<file path="config.mk">
export PLATFORM = sky130hd
export DESIGN_NAME = gt_cache_miss_ctrl_flat
export DESIGN_NICKNAME = d
export VERILOG_FILES = /design/src/rtl/gt_cache_miss_ctrl_if.sv /design/src/rtl/gt_cache_miss_ctrl.sv /design/src/flat_wrapper.sv
export SDC_FILE = /design/constraint.sdc
export NUM_CORES = 1
export LEC_CHECK = 0
export ABC_AREA = 0
export CAP_MARGIN = 30
export CORE_AREA = 2 2 337 339
export CTS_CLUSTER_SIZE = 16
export DETAILED_ROUTE_END_ITERATION = 8
export DIE_AREA = 0 0 339 341
export GPL_ROUTABILITY_DRIVEN = 0
export PLACE_DENSITY_LB_ADDON = 0.3
export SETUP_SLACK_MARGIN = 0.3
export SLEW_MARGIN = 5
export SYNTH_ARGS = -nofsm -noshare
export SYNTH_HDL_FRONTEND = slang
export SYNTH_SLANG_ARGS = --single-unit
</file>
<file path="constraint.sdc">
create_clock -name clk -period 3.25 [get_ports clk]
set_input_delay 0.65 -clock clk [delete_from_list [all_inputs] [get_ports clk]]
set_output_delay 0.65 -clock clk [all_outputs]
set_load 0.005 [all_outputs]
</file>
<file path="src/rtl/gt_cache_miss_ctrl_if.sv">
// Bus bundle for the cache miss controller: CPU load port, main-memory line port and data-array port.
// The controller connects through the master modport; the surrounding system uses slave.
interface gt_cache_miss_ctrl_if #(
    parameter int ADDR_W = 32,
    parameter int OFF_W  = 5,
    parameter int IDX_W  = 4
);
    localparam int LINE_W = 8 << OFF_W;

    logic              cpu_req;
    logic [ADDR_W-1:0] cpu_addr;
    logic              cpu_ready;
    logic              cpu_rvalid;
    logic [7:0]        cpu_rdata;
    logic              flush;

    logic              mem_req;
    logic [ADDR_W-1:0] mem_addr;
    logic              mem_ack;
    logic [LINE_W-1:0] mem_data;

    logic [IDX_W-1:0]  arr_ridx;
    logic [LINE_W-1:0] arr_rdata;
    logic              arr_we;
    logic [IDX_W-1:0]  arr_widx;
    logic [LINE_W-1:0] arr_wdata;

    modport master (
        input  cpu_req, cpu_addr, flush, mem_ack, mem_data, arr_rdata,
        output cpu_ready, cpu_rvalid, cpu_rdata, mem_req, mem_addr,
               arr_ridx, arr_we, arr_widx, arr_wdata
    );

    modport slave (
        output cpu_req, cpu_addr, flush, mem_ack, mem_data, arr_rdata,
        input  cpu_ready, cpu_rvalid, cpu_rdata, mem_req, mem_addr,
               arr_ridx, arr_we, arr_widx, arr_wdata
    );
endinterface

</file>
<file path="src/rtl/gt_cache_miss_ctrl.sv">
// Direct-mapped byte-read cache controller: tag/valid arrays, lookup, line fill on miss, flush.
// Define CACHE_STATS_EN to add saturating hit_cnt/miss_cnt outputs.
module gt_cache_miss_ctrl #(
    parameter int ADDR_W = 32,
    parameter int OFF_W  = 5,
    parameter int IDX_W  = 4
) (
    input  logic                  clk,
    input  logic                  rst_n,
    gt_cache_miss_ctrl_if.master  bus
`ifdef CACHE_STATS_EN
    ,
    output logic [31:0]           hit_cnt,
    output logic [31:0]           miss_cnt
`endif
);
    localparam int LINE_W = 8 << OFF_W;
    localparam int TAG_W  = ADDR_W - IDX_W - OFF_W;
    localparam int LINES  = 1 << IDX_W;

    localparam logic [1:0] IDLE   = 2'd0;
    localparam logic [1:0] LOOKUP = 2'd1;
    localparam logic [1:0] MISS   = 2'd2;

    logic [1:0]        state_q, state_d;
    logic [ADDR_W-1:0] addr_q, addr_d;
    logic              flush_pend_q, flush_pend_d;
    logic              cpu_rvalid_q, cpu_rvalid_d;
    logic [7:0]        cpu_rdata_q, cpu_rdata_d;
    logic              mem_req_q, mem_req_d;
    logic [ADDR_W-1:0] mem_addr_q, mem_addr_d;
    logic              arr_we_q, arr_we_d;
    logic [IDX_W-1:0]  arr_widx_q, arr_widx_d;
    logic [LINE_W-1:0] arr_wdata_q, arr_wdata_d;
    logic [LINES-1:0]  valid_q, valid_d;
    logic [TAG_W-1:0]  tags_q [LINES];
    logic              tag_we;

    logic [TAG_W-1:0]  tag;
    logic [IDX_W-1:0]  idx;
    logic [OFF_W-1:0]  off;
    logic              hit;
    logic              cpu_ready;

    assign tag       = addr_q[ADDR_W-1:IDX_W+OFF_W];
    assign idx       = addr_q[IDX_W+OFF_W-1:OFF_W];
    assign off       = addr_q[OFF_W-1:0];
    assign hit       = valid_q[idx] && (tags_q[idx] == tag);
    assign cpu_ready = (state_q == IDLE) && !bus.flush && !flush_pend_q;

    assign bus.cpu_ready  = cpu_ready;
    assign bus.cpu_rvalid = cpu_rvalid_q;
    assign bus.cpu_rdata  = cpu_rdata_q;
    assign bus.mem_req    = mem_req_q;
    assign bus.mem_addr   = mem_addr_q;
    assign bus.arr_ridx   = idx;
    assign bus.arr_we     = arr_we_q;
    assign bus.arr_widx   = arr_widx_q;
    assign bus.arr_wdata  = arr_wdata_q;

    always_comb begin
        state_d      = state_q;
        addr_d       = addr_q;
        flush_pend_d = flush_pend_q;
        cpu_rvalid_d = 1'b0;
        cpu_rdata_d  = cpu_rdata_q;
        mem_req_d    = mem_req_q;
        mem_addr_d   = mem_addr_q;
        arr_we_d     = 1'b0;
        arr_widx_d   = arr_widx_q;
        arr_wdata_d  = arr_wdata_q;
        valid_d      = valid_q;
        tag_we       = 1'b0;

        // A flush seen while busy is deferred until the controller is back in IDLE.
        if (state_q != IDLE && bus.flush)
            flush_pend_d = 1'b1;

        case (state_q)
            IDLE: begin
                if (bus.flush || flush_pend_q) begin
                    valid_d      = '0;
                    flush_pend_d = 1'b0;
                end else if (bus.cpu_req) begin
                    addr_d  = bus.cpu_addr;
                    state_d = LOOKUP;
                end
            end
            LOOKUP: begin
                if (hit) begin
                    cpu_rdata_d  = bus.arr_rdata[{off, 3'b000} +: 8];
                    cpu_rvalid_d = 1'b1;
                    state_d      = IDLE;
                end else begin
                    mem_req_d  = 1'b1;
                    mem_addr_d = {addr_q[ADDR_W-1:OFF_W], {OFF_W{1'b0}}};
                    state_d    = MISS;
                end
            end
            MISS: begin
                if (bus.mem_ack && mem_req_q) begin
                    arr_we_d     = 1'b1;
                    arr_widx_d   = idx;
                    arr_wdata_d  = bus.mem_data;
                    tag_we       = 1'b1;
                    valid_d[idx] = 1'b1;
                    cpu_rdata_d  = bus.mem_data[{off, 3'b000} +: 8];
                    cpu_rvalid_d = 1'b1;
                    mem_req_d    = 1'b0;
                    state_d      = IDLE;
                end
            end
            default: state_d = IDLE;
        endcase
    end

    always_ff @(posedge clk or negedge rst_n) begin
        if (!rst_n) begin
            state_q      <= IDLE;
            addr_q       <= '0;
            flush_pend_q <= 1'b0;
            cpu_rvalid_q <= 1'b0;
            cpu_rdata_q  <= '0;
            mem_req_q    <= 1'b0;
            mem_addr_q   <= '0;
            arr_we_q     <= 1'b0;
            arr_widx_q   <= '0;
            arr_wdata_q  <= '0;
            valid_q      <= '0;
        end else begin
            state_q      <= state_d;
            addr_q       <= addr_d;
            flush_pend_q <= flush_pend_d;
            cpu_rvalid_q <= cpu_rvalid_d;
            cpu_rdata_q  <= cpu_rdata_d;
            mem_req_q    <= mem_req_d;
            mem_addr_q   <= mem_addr_d;
            arr_we_q     <= arr_we_d;
            arr_widx_q   <= arr_widx_d;
            arr_wdata_q  <= arr_wdata_d;
            valid_q      <= valid_d;
        end
    end

    // Tags need no reset: the valid bits gate every comparison.
    always_ff @(posedge clk) begin
        if (tag_we)
            tags_q[idx] <= tag;
    end

`ifdef CACHE_STATS_EN
    logic [31:0] hit_cnt_q, hit_cnt_d;
    logic [31:0] miss_cnt_q, miss_cnt_d;

    always_comb begin
        hit_cnt_d  = hit_cnt_q;
        miss_cnt_d = miss_cnt_q;
        if (state_q == LOOKUP) begin
            if (hit && hit_cnt_q != 32'hFFFF_FFFF)
                hit_cnt_d = hit_cnt_q + 32'd1;
            if (!hit && miss_cnt_q != 32'hFFFF_FFFF)
                miss_cnt_d = miss_cnt_q + 32'd1;
        end
    end

    always_ff @(posedge clk or negedge rst_n) begin
        if (!rst_n) begin
            hit_cnt_q  <= '0;
            miss_cnt_q <= '0;
        end else begin
            hit_cnt_q  <= hit_cnt_d;
            miss_cnt_q <= miss_cnt_d;
        end
    end

    assign hit_cnt  = hit_cnt_q;
    assign miss_cnt = miss_cnt_q;
`endif
endmodule

</file>
<file path="src/flat_wrapper.sv">
// flat-port wrapper written by rule: the top's interface ports become plain ports
module gt_cache_miss_ctrl_flat 
#(
    parameter int ADDR_W = 32,
    parameter int OFF_W  = 5,
    parameter int IDX_W  = 4
)
  (clk, rst_n, bus_cpu_req, bus_cpu_addr, bus_flush, bus_mem_ack, bus_mem_data, bus_arr_rdata, bus_cpu_ready, bus_cpu_rvalid, bus_cpu_rdata, bus_mem_req, bus_mem_addr, bus_arr_ridx, bus_arr_we, bus_arr_widx, bus_arr_wdata);
  gt_cache_miss_ctrl_if #(.ADDR_W(ADDR_W), .OFF_W(OFF_W), .IDX_W(IDX_W)) bus_i ();
  input  logic clk;
  input  logic rst_n;
  input wire logic [$bits(bus_i.cpu_req)-1:0] bus_cpu_req;
  input wire logic [$bits(bus_i.cpu_addr)-1:0] bus_cpu_addr;
  input wire logic [$bits(bus_i.flush)-1:0] bus_flush;
  input wire logic [$bits(bus_i.mem_ack)-1:0] bus_mem_ack;
  input wire logic [$bits(bus_i.mem_data)-1:0] bus_mem_data;
  input wire logic [$bits(bus_i.arr_rdata)-1:0] bus_arr_rdata;
  output wire logic [$bits(bus_i.cpu_ready)-1:0] bus_cpu_ready;
  output wire logic [$bits(bus_i.cpu_rvalid)-1:0] bus_cpu_rvalid;
  output wire logic [$bits(bus_i.cpu_rdata)-1:0] bus_cpu_rdata;
  output wire logic [$bits(bus_i.mem_req)-1:0] bus_mem_req;
  output wire logic [$bits(bus_i.mem_addr)-1:0] bus_mem_addr;
  output wire logic [$bits(bus_i.arr_ridx)-1:0] bus_arr_ridx;
  output wire logic [$bits(bus_i.arr_we)-1:0] bus_arr_we;
  output wire logic [$bits(bus_i.arr_widx)-1:0] bus_arr_widx;
  output wire logic [$bits(bus_i.arr_wdata)-1:0] bus_arr_wdata;
  assign bus_i.cpu_req = bus_cpu_req;
  assign bus_i.cpu_addr = bus_cpu_addr;
  assign bus_i.flush = bus_flush;
  assign bus_i.mem_ack = bus_mem_ack;
  assign bus_i.mem_data = bus_mem_data;
  assign bus_i.arr_rdata = bus_arr_rdata;
  assign bus_cpu_ready = bus_i.cpu_ready;
  assign bus_cpu_rvalid = bus_i.cpu_rvalid;
  assign bus_cpu_rdata = bus_i.cpu_rdata;
  assign bus_mem_req = bus_i.mem_req;
  assign bus_mem_addr = bus_i.mem_addr;
  assign bus_arr_ridx = bus_i.arr_ridx;
  assign bus_arr_we = bus_i.arr_we;
  assign bus_arr_widx = bus_i.arr_widx;
  assign bus_arr_wdata = bus_i.arr_wdata;
  gt_cache_miss_ctrl #(.ADDR_W(ADDR_W), .OFF_W(OFF_W), .IDX_W(IDX_W)) u_core (.clk(clk), .rst_n(rst_n), .bus(bus_i));
endmodule
</file>
==> results_dict.tcl <==
set metrics [dict create \
    cts_buffers 85 \
    synthTopCellsByArea "edfxtp_1 34%, dfrtp_1 27%, mux4_2 16%" \
    grt_pass1_wl_microns 220000 \
    reg2reg_depth 15 \
    synth_top_family_by_area "multiplexers" \
    grt_max_degree 96 \
    drt-initial-drc-count 2651 \
    viasPerCell 5.13 \
    hold_class "primary input to asynchronous set/reset pin" \
    leakage_nw 19.2 \
    initial_core_util 0.288 \
    dpl_cell_area_sq_mm 0.0449 \
    cts_tree "yes" \
    clockPowerShare 0.214 \
    slew_violations 0 \
    combPwrFrac 0.467 \
    antenna_found_initial 110 \
    synth-adder-area-share 0.00116 \
    critPathKind "flip-flop to flip-flop" \
    die_h_microns 341 \
    overflow 0 \
    hold_buffers 0 \
    maxCapViolations 0 \
    worst_pin_slew_ps 777 \
    synth_area_sq_mm 0.0323 \
    async_reset_ff_frac 0.487 \
    cp_max_fo 8 \
    seq_power_share 0.319 \
    clock_latency_ps 660 \
    ys_warn_count 0 \
    irDropWorstVdd_uv 441 \
    final_core_util 0.432 \
    synth_top_area_share 0.343 \
    die_x_microns 339 \
    dp_worst_setup_slack_ps -440 \
    ys.flop_type "edfxtp_1" \
    ioPinCount 857 \
    design_area_sq_mm 0.0483 \
    clock-sinks 717 \
    area_growth_pct 49.9 \
    swShare 0.356 \
    worst_ep_required_time_ps 3780 \
    synth_edf_count 368 \
    final_nets 4010 \
    cts-root-buf "clkbuf_16" \
    synthSimpleGateAreaFrac 0.115 \
    cts_buffer_depth 3 \
    dpl.hpwl_microns 126000 \
    portBuffers 851 \
    hold_viol 0 \
    timing.final.crit_share 1.10 \
    fin_cells 5076 \
    dr_total_vias 26028 \
    finalSetupViolations 37 \
    place_inst 4852 \
    critPathArrivalTime_ps 4110 \
    synth-xor-area-share 0.00597 \
    die_area_sq_mm 0.116 \
    ant_nets 0 \
    p_int_mw 28.0 \
    htree_levels 3 \
    drc 0 \
    rsz0062_at_grt "true" \
    end_kind "flip-flop" \
    powerDensity_mw_per_mm2 898 \
    cts.reportedPaths.clkPinSlew_ps 60 \
    seq_area_frac_synth 0.613 \
    skew_ps 27.2 \
    syn-instance-count 2367 \
    synth_cell_types 61 \
    slew_headroom 0.482 \
    min_period_ps 3580 \
    first_pass_iters 5 \
    synth_compound_area_frac 0.0264 \
    post_drt_wl_per_cell_microns 32.2 \
    track_usage 0.275 \
    p_switching_mw 15.5 \
    placementRows 123 \
    violations "setup timing" \
    status "finished, violations left" \
    core_area_sq_mm 0.112 \
    drive_above_1_share 0.232 \
    wl_microns 163000 \
    ys_ff_latch 717 \
    worst_slack_ps -326 \
    start_kind "flip-flop" \
    grt_pass1_vias 25828 \
    syn_avg_cell_area_sq_um 13.6 \
    synthMuxAreaShare 0.212 \
    max_freq_mhz 280 \
    yosysTopAreaCell "edfxtp_1" \
]
==> routing by layer <==
layer  vias to the layer above  track usage  wire length, microns
li1                      10813            -                     -
met1                     13359        0.358                 63900
met2                      1458        0.416                 73500
met3                       326        0.106                 19700
met4                        72        0.104                  5750
met5                         -            0                   435
==> critical path, stage by stage (launching register included) <==
cell and delay (ps):
dfrtp_2 420, buf_12 130, buf_16 110, mux4_2 520, a22oi_2 200, nor2_1 60, a21oi_1 160, buf_4 130
nand4_1 110, a2111oi_2 370, buf_4 170, nand4_1 190, buf_6 220, nand2_8 130, buf_12 180, mux2_4 310
==> synth_stat cells, drive strengths merged (2+ instances only) <==
library cell and instances:
nand2 831, edfxtp 368, dfrtp 349, mux4 237, clkbuf 85, buf 77
mux2i 72, mux2 67, nor2 55, a21oi 25, xnor2 19, o211ai 17
o21ai 16, a22oi 14, nand3 12, nor2b 11, a221oi 10, inv 10
or3 9, a211oi 8, and3 8, o22ai 8, a2111oi 6, nand2b 5
nand4 5, and2 4, clkinv 3, ha 3, o2111ai 3, xor2 3
a21boi 2, a22o 2, a31oi 2, nor4 2, or2 2
==> state kept, by name (all words and copies together), names as in the netlist <==
| name | count |
|---|---|
| u_core.bus.arr_widx | 4 |
| u_core.state_q | 2 |
| u_core.addr_q | 32 |
| u_core.valid_q | 16 |
| u_core.bus.cpu_rdata | 8 |
| u_core.flush_pend_q | 1 |
| u_core.bus.cpu_rvalid | 1 |
| u_core.tags_q | 368 |
| u_core.bus.mem_addr | 27 |
| u_core.bus.mem_req | 1 |
| u_core.bus.arr_we | 1 |
| u_core.bus.arr_wdata | 256 |
==> path summary, 6_finish.rpt <==
path	from	to	slack (ps)
max	u_core.addr_q[5]$_DFFE_PN0P_	u_core.bus.mem_addr[13]$_DFFE_PN0P_	-330
min	rst_n	u_core.bus.mem_addr[21]$_DFFE_PN0P_	10
max reg2reg	u_core.addr_q[5]$_DFFE_PN0P_	u_core.bus.mem_addr[13]$_DFFE_PN0P_	-330
min reg2reg	u_core.bus.arr_wdata[206]$_DFFE_PN0P_	u_core.bus.arr_wdata[206]$_DFFE_PN0P_	470
max in group asynchronous	rst_n	u_core.bus.arr_wdata[131]$_DFFE_PN0P_	2290
min in group clk	u_core.bus.arr_wdata[206]$_DFFE_PN0P_	u_core.bus.arr_wdata[206]$_DFFE_PN0P_	470
==> layout make-up <==
type	count	area (sq um)
timing repair buffer	1162	11800
fill	10332	63500
clock inverter	44	343
sequential	717	19800
inverter	13	56.3
tap	1500	1880
antenna	48	120
multi-input combinational	1479	12000
clock buffer	113	2340
==> through the flow <==
step / total power [mW] / hold slack (ps) / TNS (ps)
floorplan: 22.5 / 354 / 0
global placement: 33.2 / 457 / -16310
detailed placement: 33.3 / 461 / -14180
CTS: 43.4 / 17.8 / -9240
global route: 45.3 / 37.8 / -14200
finish: 43.4 / 11.1 / -10520
==> kinds of logic after synthesis <==
group / after synthesis
AO/OA/AOI/OAI: 123
XOR/XNOR: 22
adder cells (fa/ha/maj): 3
buffers and inverters: 175
flip-flops: 717
multiplexers: 376
other: 1
AND/OR/NAND/NOR: 950
==> what timing repair did <==
action,4_1_cts,5_1_grt
pin swaps,19,16
buffers inserted,12,3
endpoints found under the setup margin,39,39
resized for setup,61,33
cloned,3,1
endpoints found under the hold margin,0,0
==> power by group through the flow <==
stage / registers (mW) / logic (mW) / clock network, mW
after global routing: 14.1 / 21.4 / 9.82
after floorplan: 13.9 / 8.60 / 0
after global placement: 13.9 / 19.3 / 0
final: 13.9 / 20.3 / 9.29
after CTS: 13.8 / 20.2 / 9.46
after detailed placement: 13.9 / 19.4 / 0
==> cells in the final DEF (no fill, tap or decap), types with 13 or more instances in the layout <==
cell             netlist  layout
a21oi_1               25      23
buf_12                 1      65
mux2_2                67      40
buf_4                 20     233
clkbuf_16              0      87
nor2_2                 0      16
o211ai_1              17      17
nor2_1                55      38
clkbuf_1              84      18
dfrtp_1              349     342
clkinv_2               0      19
edfxtp_1             368     368
nand2_1              830     828
clkdlybuf4s50_1        0     850
mux4_2               234     237
mux2i_1               72      67
diode_2                0      48
xnor2_1               19      18
mux2_4                 0      27
o21ai_0               15      13
Power figures use the tool's default switching activity.
